[src/rtl/btn_input_ctrl.sv]
// Push-button input peripheral: 2-flop sync, per-button debounce, sticky press flags, press counter.
// Optional BTN_RELEASE_EVT_EN adds sticky release flags in the upper half of the EVENT word.
module btn_input_ctrl #(
  parameter int N_BTN           = 5,
  parameter int CNT_W           = 20,
  parameter int DEBOUNCE_CYCLES = 250000
) (
  input  logic             clk,
  input  logic             rst,
  input  logic [N_BTN-1:0] button,
  input  logic [11:0]      addr,
  input  logic             wen,
  input  logic [31:0]      wdata,
  output logic [31:0]      rdata,
  output logic [N_BTN-1:0] btn_stable
);

  localparam logic [CNT_W-1:0] TC = CNT_W'(DEBOUNCE_CYCLES - 1);

  localparam logic [1:0] SEL_LEVEL = 2'd0;
  localparam logic [1:0] SEL_EVENT = 2'd1;
  localparam logic [1:0] SEL_COUNT = 2'd2;

  logic [N_BTN-1:0] s0;
  logic [N_BTN-1:0] s1;
  logic [N_BTN-1:0] stable;
  logic [N_BTN-1:0] evt;
  logic [CNT_W-1:0] cnt [N_BTN];
  logic [15:0]      press_cnt;

  logic [N_BTN-1:0] accept;
  logic [N_BTN-1:0] rise;
  logic [N_BTN-1:0] fall;
  logic [15:0]      rise_cnt;
  logic [1:0]       sel;
  logic             wr_evt;
  logic             wr_cnt;
  logic [N_BTN-1:0] evt_clr;

  assign sel    = addr[3:2];
  assign wr_evt = wen && (sel == SEL_EVENT);
  assign wr_cnt = wen && (sel == SEL_COUNT);
  assign evt_clr = wr_evt ? wdata[N_BTN-1:0] : '0;

  always_ff @(posedge clk or posedge rst) begin
    if (rst) begin
      s0 <= '0;
      s1 <= '0;
    end else begin
      s0 <= button;
      s1 <= s0;
    end
  end

  // A button's stable level flips on the edge where its count reaches the terminal value.
  always_comb begin
    accept   = '0;
    rise_cnt = '0;
    for (int i = 0; i < N_BTN; i++) begin
      accept[i] = (s1[i] != stable[i]) && (cnt[i] == TC);
      rise_cnt  = rise_cnt + 16'(accept[i] & s1[i]);
    end
  end

  assign rise = accept & s1;
  assign fall = accept & ~s1;

  always_ff @(posedge clk or posedge rst) begin
    if (rst) begin
      stable <= '0;
      for (int i = 0; i < N_BTN; i++) cnt[i] <= '0;
    end else begin
      stable <= stable ^ accept;
      for (int i = 0; i < N_BTN; i++) begin
        if ((s1[i] == stable[i]) || accept[i]) cnt[i] <= '0;
        else                                   cnt[i] <= cnt[i] + CNT_W'(1);
      end
    end
  end

  // New presses win over a same-edge clear, for both the flags and the counter.
  always_ff @(posedge clk or posedge rst) begin
    if (rst) begin
      evt       <= '0;
      press_cnt <= '0;
    end else begin
      evt       <= (evt & ~evt_clr) | rise;
      press_cnt <= (wr_cnt ? 16'd0 : press_cnt) + rise_cnt;
    end
  end

`ifdef BTN_RELEASE_EVT_EN
  logic [N_BTN-1:0] rel;
  logic [N_BTN-1:0] rel_clr;

  assign rel_clr = wr_evt ? wdata[2*N_BTN-1:N_BTN] : '0;

  always_ff @(posedge clk or posedge rst) begin
    if (rst) rel <= '0;
    else     rel <= (rel & ~rel_clr) | fall;
  end

  logic unused_bits;
  assign unused_bits = ^{addr[11:4], addr[1:0], wdata[31:2*N_BTN]};
`else
  logic unused_bits;
  assign unused_bits = ^{addr[11:4], addr[1:0], wdata[31:N_BTN], fall};
`endif

  always_comb begin
    rdata = '0;
    case (sel)
      SEL_LEVEL: rdata[N_BTN-1:0] = stable;
      SEL_EVENT: begin
        rdata[N_BTN-1:0] = evt;
`ifdef BTN_RELEASE_EVT_EN
        rdata[2*N_BTN-1:N_BTN] = rel;
`endif
      end
      SEL_COUNT: rdata[15:0] = press_cnt;
      default:   rdata = '0;
    endcase
  end

  assign btn_stable = stable;

endmodule

[config.mk]
export PLATFORM = sky130hd
export DESIGN_NAME = btn_input_ctrl
export DESIGN_NICKNAME = d
export VERILOG_FILES = /design/src/rtl/btn_input_ctrl.sv
export SDC_FILE = /design/constraint.sdc
export NUM_CORES = 1
export LEC_CHECK = 0
export ABC_AREA = 1
export CORE_MARGIN = 5
export CORE_UTILIZATION = 57
export DETAILED_ROUTE_END_ITERATION = 6
export PLACE_DENSITY = 0.81
export SYNTH_ARGS = -nofsm -noshare
export SYNTH_HDL_FRONTEND = slang
export SYNTH_SLANG_ARGS = --single-unit
[constraint.sdc]
create_clock -name clk -period 5.8 [get_ports clk]
set_clock_uncertainty 0.2 [all_clocks]
set_input_delay 1.45 -clock clk [delete_from_list [all_inputs] [get_ports clk]]
set_output_delay 1.45 -clock clk [all_outputs]
set_load 0.03 [all_outputs]
==> flow_metrics.py, run 1 <==
metrics = {
    "grt": {
        "grt-ovfl-total": 0,
        "grt_pass1_wl_um": 27810,
        "first_global_vias": 6171,
        "antenna_found_initial": 1,
        "grt_max_degree": 51,
        "track_usage": 0.2108,
    },
    "synthesis": {
        "synthFlopType": "dfrtp_1",
        "yosysUniqueCellTypes": 36,
        "avgSynthCellArea_um2": 7.445,
        "ys_seq_area_frac": 0.4370,
        "ys_ff_latch": 136,
        "synth_top_area_cell": "dfrtp_1",
        "yosysWarnings": 0,
        "ys_async_sr_fraction": 1.000,
        "netlist_top_cells_area": "dfrtp_1, nand2_1, nor2_1, nand3_1, inv_1",
        "ys_top_cells_by_count": "nand2_1, nor2_1, dfrtp_1",
        "synth_top_area_frac": 0.4370,
        "synth_edf_count": 0,
        "synth.cell_area_mm2": 0.007787,
        "syn_inst": 1046,
    },
    "routing": {
        "finalWirelength_um": 16230,
        "route.met2.wl_um": 7635,
        "wl_met3_um": 767,
        "drt_iter0_markers": 545,
        "top_layer": "met5",
        "m1WireLength_um": 7439,
        "vias": 6564,
        "drt_pass1_iterations": 5,
        "routedWlPerCell_um": 12.65,
        "route.antenna.remaining_nets": 0,
        "viasPerCell": 5.116,
        "remaining_drc_errors": 0,
    },
    "cts": {
        "cts_tree": "built",
        "cts_htree_levels": 4,
        "cts.sink_count": 136,
        "cts_resized": 0,
        "cts-root-buf": "clkbuf_16",
        "cts_setup_buffers": 0,
        "cts_hold_buf": 0,
        "clk_pin_slew_ns": 0.06,
        "cts_buffer_depth": 2,
        "numCtsBuffers": 17,
        "clk_latency_ns": 0.42,
    },
    "worst_setup_path": {
        "critPathKind": "primary input to output pin",
        "arrival_ns": 3.58,
        "worstPathMaxFanout": 8,
        "cp-start-kind": "primary input",
        "worstPathRequired_ns": 4.15,
        "cp-end-kind": "output pin",
    },
    "place": {
        "io_buffers": 35,
        "gp_congestion": 0.9278,
        "dp.final_hpwl_um": 11580,
        "dp_slack_ns": 0.5820,
    },
    "timing": {
        "max_freq_mhz": 191.1,
        "min_period_over_period": 0.9024,
        "final_max_slew_viol_count": 0,
        "setup_viol": 0,
        "min_period_ns": 5.234,
        "rsz0062_at_grt": "false",
        "worst_slack_ns": 0.5659,
        "slew_headroom": 0.5868,
        "finalHoldViolCount": 0,
        "tightest_slew_ns": 0.6198,
        "fin_tns_setup_ns": 0,
    },
    "layout": {
        "n_antenna_cell": 0,
        "drive_gt1_frac": 0.06685,
        "n_fill_cell": 1087,
        "area_growth_pct": 13.88,
        "fin_nets": 1158,
    },
    "floorplan": {
        "initial_utilization": 0.5857,
        "die_w_um": 126.9,
        "die_area_mm2": 0.01610,
        "coreArea_mm2": 0.01330,
        "pin_count": 89,
        "die_height_um": 126.9,
        "row_count": 42,
    },
    "run_status": {
        "status": "finished, final reports clean",
    },
    "power": {
        "leakage_nw": 3.848,
        "p_per_area_mw_per_mm2": 249.7,
        "ir_drop_mv": 0.2194,
    },
    "min_path": {
        "hold_path.class": "flop to flop",
    },
    "job": {
        "max_cap_viol_count": 0,
    },
}
## flip-flops by register name, indices dropped and copies added (netlist names), named ones only
name       flops
cnt          100
press_cnt     16
evt            5
s0             5
s1             5
## worst max-delay path, stage by stage
cell and delay (ns):
clkdlybuf4s50_1 0.61, nor2_1 0.43, buf_4 0.22, nand2_1 0.06
nand3_1 0.11, clkdlybuf4s50_1 0.69
## layout by cell type, fill, tap and decap left out, drive strengths merged, types with 7 or more instances in the layout
cell type / count
clkbuf: 18
clkdlybuf4s50: 35
conb: 16
dfrtp: 136
ha: 9
inv: 118
nand2: 262
nand3: 91
nand4: 17
nor2: 273
nor3: 26
o21bai: 7
xnor2: 20
xor2: 41
## power breakdown
| part | total [mW] | switching (mW) | leakage, nW | internal (mW) |
|---|---|---|---|---|
| registers | 0.974 | 0.0112 | 1.86 | 0.963 |
| logic | 0.0927 | 0.0687 | 1.68 | 0.0241 |
| clock network | 1.15 | 0.424 | 0.301 | 0.723 |
## kinds of logic after synthesis
kind of cell,count (synthesis),synth area share
AO/OA/AOI/OAI,19,0.01478
XOR/XNOR,61,0.06861
adder cells (fa/ha/maj),12,0.02217
buffers and inverters,140,0.08210
flip-flops,136,0.4370
other,1,0.0004815
AND/OR/NAND/NOR,677,0.3748
## worst paths after layout
kind,startpoint,end,slack (ns),cells after the start
setup / recovery,addr[3],rdata[1],0.57,6
hold / removal,s0[1],s1[1],0.15,0
hold reg to reg,s0[1],s1[1],0.15,0
setup reg to reg,cnt[80],press_cnt[10],1.60,20
min in group asynchronous,rst,cnt[55],1.22,2
max in group asynchronous,rst,press_cnt[7],3.18,3
## layer usage
layer	GRT usage	up-vias
met5	0	-
met4	0.07571	2
met3	0.05128	39
met2	0.3390	151
met1	0.2792	3066
li1	-	3306
## layout make-up
type,instances,area [µm²],area share
timing repair buffer,39,380.4,0.04289
tap,176,220.2,0.02483
clock buffer,18,429.2,0.04839
inverter,115,436.7,0.04924
clock inverter,14,197.7,0.02229
sequential,136,3403,0.3837
multi-input combinational,785,3801,0.4286
## metrics by stage
step	utilization	hold WS (ns)	total power, mW	std cells	instance area [µm²]
floorplan	-	0.1312	1.066	1061	7844
global placement	0.6199	0.1335	1.082	1251	8242
detailed placement	0.6199	0.1372	1.085	1251	8242
CTS	0.6670	0.1487	2.235	1283	8869
global route	0.6670	0.1522	2.285	1283	8869
finish	0.6670	0.1493	2.214	1283	8869
No activity file was read; power rests on OpenSTA's default activity.
==> run 2: changes to the inputs <==
HOLD_SLACK_MARGIN = 0.03   (was default)
==> results of run 2 <==
Same layout as run 1: the final DEF is identical, and so are final timing and power.
